File: src/rtl/expand_key_ctrl.sv
// expand_key_ctrl: sequences the 521 chained Blowfish encryptions of bcrypt ExpandKey
// and writes each result half back into the P-array and S-boxes over SRAM port A.
module expand_key_ctrl #(
  parameter int P_ARRAY_OFFSET = 4000,
  parameter int S_BOX_OFFSET = 0,
  parameter int ADDR_W = 12
) (
  input  logic              clk,
  input  logic              reset,
  input  logic              start,
  input  logic              salt_en,
  input  logic [127:0]      salt,
  output logic              busy,
  output logic              done,
  output logic              f_start,
  output logic [31:0]       f_L,
  output logic [31:0]       f_R,
  input  logic [31:0]       f_resultL,
  input  logic [31:0]       f_resultR,
  input  logic              f_done,
  input  logic [ADDR_W-1:0] f_addr_a,
  input  logic              f_cs_a_l,
  input  logic              f_we_a_l,
  input  logic              f_oe_a_l,
  output logic [ADDR_W-1:0] sram_addr_a,
  output logic [31:0]       sram_data_in_a,
  output logic              sram_cs_a_l,
  output logic              sram_we_a_l,
  output logic              sram_oe_a_l
);
  typedef enum logic [2:0] {IDLE, PREP, LAUNCH, WAIT_F, WR_L, WR_R, DONE} state_t;
  state_t state, state_nx;
  logic [10:0] k;
  logic n, salt_on, wr;
  logic [31:0] l_reg, r_reg, wdata;
  logic [63:0] half;
  function automatic logic [ADDR_W-1:0] addr_of(input logic [10:0] i);
    addr_of = i < 11'd18 ? ADDR_W'(P_ARRAY_OFFSET + int'(i)) : ADDR_W'(S_BOX_OFFSET + int'(i) - 18);
  endfunction
  always_ff @(posedge clk or posedge reset)
    if (reset) state <= IDLE;
    else state <= state_nx;
  always_comb begin
    state_nx = state;
    case (state)
      IDLE:    state_nx = start ? PREP : IDLE;
      PREP:    state_nx = LAUNCH;
      LAUNCH:  state_nx = WAIT_F;
      WAIT_F:  state_nx = f_done ? WR_L : WAIT_F;
      WR_L:    state_nx = WR_R;
      WR_R:    state_nx = k == 11'd1040 ? DONE : PREP;
      DONE:    state_nx = IDLE;
      default: state_nx = IDLE;
    endcase
  end
  // even encryptions salt with the upper 64 bits, odd ones with the lower 64
  assign half = n ? salt[63:0] : salt[127:64];
  always_ff @(posedge clk or posedge reset) begin
    if (reset) begin
      k <= '0;
      n <= 1'b0;
      salt_on <= 1'b0;
      l_reg <= '0;
      r_reg <= '0;
      f_L <= '0;
      f_R <= '0;
    end else begin
      case (state)
        IDLE: if (start) begin
          k <= '0;
          n <= 1'b0;
          salt_on <= salt_en;
          l_reg <= '0;
          r_reg <= '0;
        end
        PREP: begin
          f_L <= salt_on ? l_reg ^ half[63:32] : l_reg;
          f_R <= salt_on ? r_reg ^ half[31:0] : r_reg;
        end
        WAIT_F: if (f_done) begin
          l_reg <= f_resultL;
          r_reg <= f_resultR;
        end
        WR_R: begin
          k <= k + 11'd2;
          n <= ~n;
        end
        default: ;
      endcase
    end
  end
  assign busy = state != IDLE;
  assign done = state == DONE;
  assign f_start = state == LAUNCH;
  assign wr = state == WR_L || state == WR_R;
  assign wdata = state == WR_R ? r_reg : l_reg;
  assign sram_addr_a = reset ? '0 : wr ? addr_of(state == WR_R ? k + 11'd1 : k) : f_addr_a;
  assign sram_data_in_a = wr ? wdata : '0;
  assign sram_cs_a_l = reset | (!wr & f_cs_a_l);
  assign sram_we_a_l = reset | (!wr & f_we_a_l);
  assign sram_oe_a_l = reset | wr | f_oe_a_l;
endmodule

File: config.mk
export PLATFORM = sky130hd
export DESIGN_NAME = expand_key_ctrl
export DESIGN_NICKNAME = d
export VERILOG_FILES = /design/src/rtl/expand_key_ctrl.sv
export SDC_FILE = /design/constraint.sdc
export NUM_CORES = 1
export LEC_CHECK = 0
export ABC_AREA = 1
export BUFFER_PORTS_ARGS = -buffer_cell sky130_fd_sc_hd__buf_2
export CORE_MARGIN = 8
export CORE_UTILIZATION = 30
export CTS_BUF_LIST = sky130_fd_sc_hd__clkbuf_4 sky130_fd_sc_hd__clkbuf_8
export DETAILED_ROUTE_END_ITERATION = 16
export PLACE_DENSITY = 0.58
export SLEW_MARGIN = 15
export SYNTH_ARGS = -nofsm -noshare
export SYNTH_HDL_FRONTEND = slang
export SYNTH_SLANG_ARGS = --single-unit
File: constraint.sdc
create_clock -name clk -period 8.6 [get_ports clk]
set_clock_uncertainty 0.2 [all_clocks]
set_input_delay 0.43 -clock clk [delete_from_list [all_inputs] [get_ports clk]]
set_output_delay 0.43 -clock clk [all_outputs]
set_load 0.005 [all_outputs]
Word level (Yosys, flattened, before mapping)
Index checks and enable logic that the tools add are counted.
{ "totals": {"output_inout_bits": 114, "latch_bits": 0, "ramBits": 0, "romBits": 0, "mem_count": 0, "in_bits": 212, "reg_bits": 144} }
{ "op_classes": {"muxes": 22, "reduce_logical": 9, "magnitude_cmp": 1, "div": 0, "mul": 0, "eq_ne": 9, "bitwise": 9, "shifts": 0, "add_sub_neg": 4} }
{ "ops": {"columns": ["operator", "count"], "rows": [
  ["32-bit two-way mux", 7],
  ["32-bit one-hot mux with 2 select lines", 2],
  ["64-bit two-way mux", 1],
  ["32-bit XOR", 2],
  ["12-bit two-way mux", 3],
  ["11-bit two-way mux", 2],
  ["11-bit one-hot mux with 2 select lines", 1],
  ["3-bit one-hot mux with 6 select lines", 1],
  ["12-bit by 11-bit adder with 12-bit output, first input constant", 1],
  ["11-bit by 5-bit subtractor with 12-bit output, second input constant", 1],
  ["11-bit by 1-bit adder with 11-bit output, second input constant", 1],
  ["11-bit by 2-bit adder with 11-bit output, second input constant", 1],
  ["11-bit == test, second input constant", 1],
  ["11-bit by 5-bit < comparator with 1-bit output, second input constant", 1],
  ["3-bit == test, second input constant", 3],
  ["3-bit by 2-bit == test with 1-bit output, second input constant", 2],
  ["3-bit two-way mux", 2],
  ["2-bit inequality test, second input constant", 2],
  ["1-bit OR", 4],
  ["2-bit AND reduction", 2],
  ["2-bit nonzero test", 2],
  ["3-bit by 1-bit == test with 1-bit output, second input constant", 1],
  ["3-bit logical NOT", 1],
  ["3-bit AND reduction", 1],
  ["other kinds (7)", 9]
]} }

Longest topological paths before layout
{ "logic_depth": {"ltp_word": 6, "ltp_mapped": 10, "ltp_nobuf": 10} }

Least setup slack after synthesis
No wires, ideal clock.
{ "synth_timing": {"path_kind": "input to output", "from": "input port reset", "to": "output port sram_addr_a[2]", "n_path_buf": 1, "t_arrival_ps": 5592, "path_stages": 4, "slack_ps": 2378, "t_required_ps": 7970, "cell_sequence": "inv_1 > clkbuf_1 > o21ai_0 > a21oi_1"} }
{ "synth_between": {"elab_chain_len": 1} }
{ "synth_lines": {"columns": ["element", "line", "rtl"], "rows": [
  ["from (decl)", "9", "input logic reset,"],
  ["12-bit two-way mux", "97", "assign sram_addr_a = reset ? '0 : wr ? addr_of(state == WR_R ? k + 11'd1 : k) : f_addr_a;"],
  ["to (decl)", "25", "output logic [ADDR_W-1:0] sram_addr_a,"]
]} }
Every way passes these cells.

Worst setup path after layout
{ "layout_timing": {"from": "input port reset", "to": "output port sram_addr_a[10]"} }
The elaborated chain is that of the path after synthesis.

==> flow_summary.json <==
{
  "synth_seq_cells": 143,
  "worst-setup-path-type": "input pin to output pin",
  "cp_max_fo": 78,
  "yosys.area.top_type_share": 0.457,
  "numCtsBuffers": 17,
  "clockRootBuffer": "clkbuf_8",
  "crit_slowest_cell": "buf_4",
  "postCtsHoldBufs": 3,
  "routabilityCongestion": 0.796,
  "grt_pass1_wl_um": 41300,
  "period_needed_ps": 3720,
  "async_reset_ff_frac": 1.00,
  "rsz0062_at_grt": "no",
  "synth-edff-count": 0,
  "arrival_ps": 3090,
  "netlist_top_cells_area": "dfrtp_1 (46%), o21ai_0 (9.0%), o22ai_1 (7.8%), xor2_1 (7.7%), inv_1 (7.1%)",
  "path_clk_slew_ps": 90,
  "drt_first_pass_iters": 5,
  "placed_area_mm2": 0.00958,
  "cts_resized": 0,
  "die_area_mm2": 0.0316,
  "gr-total-overflow": 0,
  "ys_top_cells_by_count": "inv_1 (149), dfrtp_1 (143), o21ai_0 (141), nand2_1 (116), o22ai_1 (98)",
  "vias_per_cell": 4.65,
  "cts_sinks": 143,
  "htreeDepth": 4,
  "syn_nets": 1139,
  "crit_chain": "dlygate4sd3_1 -> buf_2 -> inv_6 -> buf_4 -> o21ai_0 -> a31oi_1 -> buf_2",
  "post_drt_wl_per_cell_um": 17.3,
  "nets": 1431,
  "synth_cell_types": 27,
  "drt_iter0_markers": 478,
  "fin_util": 0.389,
  "drt_wl_total_um": 27000,
  "status": "complete, no violations",
  "grt_pass1_vias": 7320,
  "grtUsageTotal": 0.167,
  "synth_cells": 922,
  "final_max_slew_viol_count": 0,
  "power_switching_w": 0.00130,
  "clk_latency_ps": 430,
  "drc": 0,
  "slowest_delay_ps": 850,
  "yosysMostFrequentCell": "inv_1",
  "power_density_mw_per_mm2": 308,
  "fmax_mhz": 269,
  "cts_tree": "yes",
  "tightest_slew_ps": 1010,
  "ys_seq_area_frac": 0.457,
  "die_y_um": 178,
  "syn_area_mm2": 0.00784,
  "stdcell_area_mm2": 0.0101,
  "cts_setup_buffers": 0,
  "cell_internal_pwr_w": 0.00179,
  "antenna_found_initial": 2,
  "setup_violations": 0,
  "syn_area_per_cell_um2": 8.50,
  "hold_path.class": "input pin to register",
  "hold_violations": 0,
  "power_frac_seq": 0.368,
  "yosys_warnings": 0,
  "switching_share": 0.422,
  "combPwrFrac": 0.436,
  "rows": 59,
  "synth.largest_area_cell": "dfrtp_1",
  "setup_tns_ps": 0,
  "power.leakage_nw": 5.27,
  "hpwl_um": 19600,
  "grt_max_degree": 79,
  "core_area_mm2": 0.0258,
  "drive_gt1_frac": 0.313,
  "area_growth_pct": 28.3,
  "ir_drop_v": 0.000170,
  "cp_data_required_time_ps": 7970,
  "vias": 7273,
  "port_buffers": 325,
  "synth_ff_type": "dfrtp_1",
  "die_w_um": 178,
  "cp-end-kind": "output pin",
  "pwr-share-clk": 0.195,
  "period_share": 0.432,
  "drv_cap": 0,
  "floorplan.initialDensity": 0.303,
  "slew-limit-headroom": 0.323,
  "ant_nets": 0,
  "worst_path_most_repeated_cell": "buf_2",
  "io_pins": 326,
  "crit_path_start_kind": "input pin",
  "clockBufferDepth": 2
}
[final timing paths]
check / slack, ps / start / end / cells after the start
max: 4880 / reset / sram_addr_a[10] / 7
min: 40 / f_resultR[9] / r_reg[9] / 3
max reg2reg: 5900 / state[2] / k[9] / 7
min reg2reg: 280 / f_L[16] / f_L[16] / 2
max in group asynchronous: 6230 / reset / l_reg[29] / 4
min in group asynchronous: 500 / reset / f_R[11] / 3
[cell families (layout without fill, tap and decap cells)]
kind of cell | Yosys count | count (layout) | share of synthesized area
AOI/OAI and AO/OA | 329 | 329 | 0.247
other | 0 | 2 | 0
buffers and inverters | 216 | 520 | 0.122
xor gates and xnor gates | 69 | 69 | 0.0771
and+or+nand+nor | 160 | 160 | 0.0897
DFF | 143 | 143 | 0.457
adders and majority gates | 5 | 5 | 0.00798
[cell type report]
cell class,instances,area [um2]
diodes,2,5.00
clock buffers,17,234
clock inverters,14,205
fillers,2720,15800
inverters,154,583
multi-input cells,563,3320
flip-flops and latches,143,3580
well taps,335,419
repair buffers,335,1710
[cells in the final DEF, fill, tap and decap left out, types with 3 or more instances in the layout]
master         synthesis  final
buf_2                 19    325
inv_1                149    148
o21ai_0              141    141
dfrtp_1              143    141
nand2_1              116    115
o22ai_1               98     98
xor2_1                69     69
o21a_1                64     64
clkbuf_8               0     17
o21ai_1               14     14
nand3_1               15     14
nor2_1                 9      9
a21oi_1                9      9
buf_4                 10      6
inv_2                  5      5
nor3_1                 5      5
inv_6                  0      5
ha_1                   5      5
nand2_2                3      4
bufinv_16              0      4
dlygate4sd3_1          0      4
nand3_2                3      3
nand4_1                3      3
clkinv_4               0      3
[power groups by stage]
stage | registers, W | logic [W] | clock network [W]
2_1_floorplan | 0.00111 | 0.000955 | 0
3_3_place_gp | 0.00114 | 0.00136 | 0
3_5_place_dp | 0.00116 | 0.00137 | 0
4_1_cts | 0.00114 | 0.00138 | 0.000629
5_1_grt | 0.00118 | 0.00154 | 0.000655
6_report | 0.00114 | 0.00135 | 0.000605
[through the flow]
step                      setup slack (ps)  std cells  hold slack (ps)  power, W
final                                 4880       1563             42.4   0.00309
after global routing                  4510       1563             4.05   0.00337
after CTS                             4730       1560            0.383   0.00315
after detailed placement              5310       1526              267   0.00253
after global placement                5370       1526              263   0.00250
after floorplan                       2180        922              276   0.00206
[worst max-delay path: cells and delay by family]
| family | cells | cell delay [ps] |
|---|---|---|
| buffers and inverters | 5 | 2180 |
| AO/OA/AOI/OAI | 2 | 410 |
[per-layer routing]
layer,vias to the layer above,routed length [um],share of wire,GRT usage
met5,-,0,0,0
met4,0,361,0.013,0.0434
li1,3642,-,-,-
met1,3398,11700,0.43,0.207
met2,217,13200,0.49,0.285
met3,16,1750,0.065,0.0398
(Power assumes the default switching activity.)
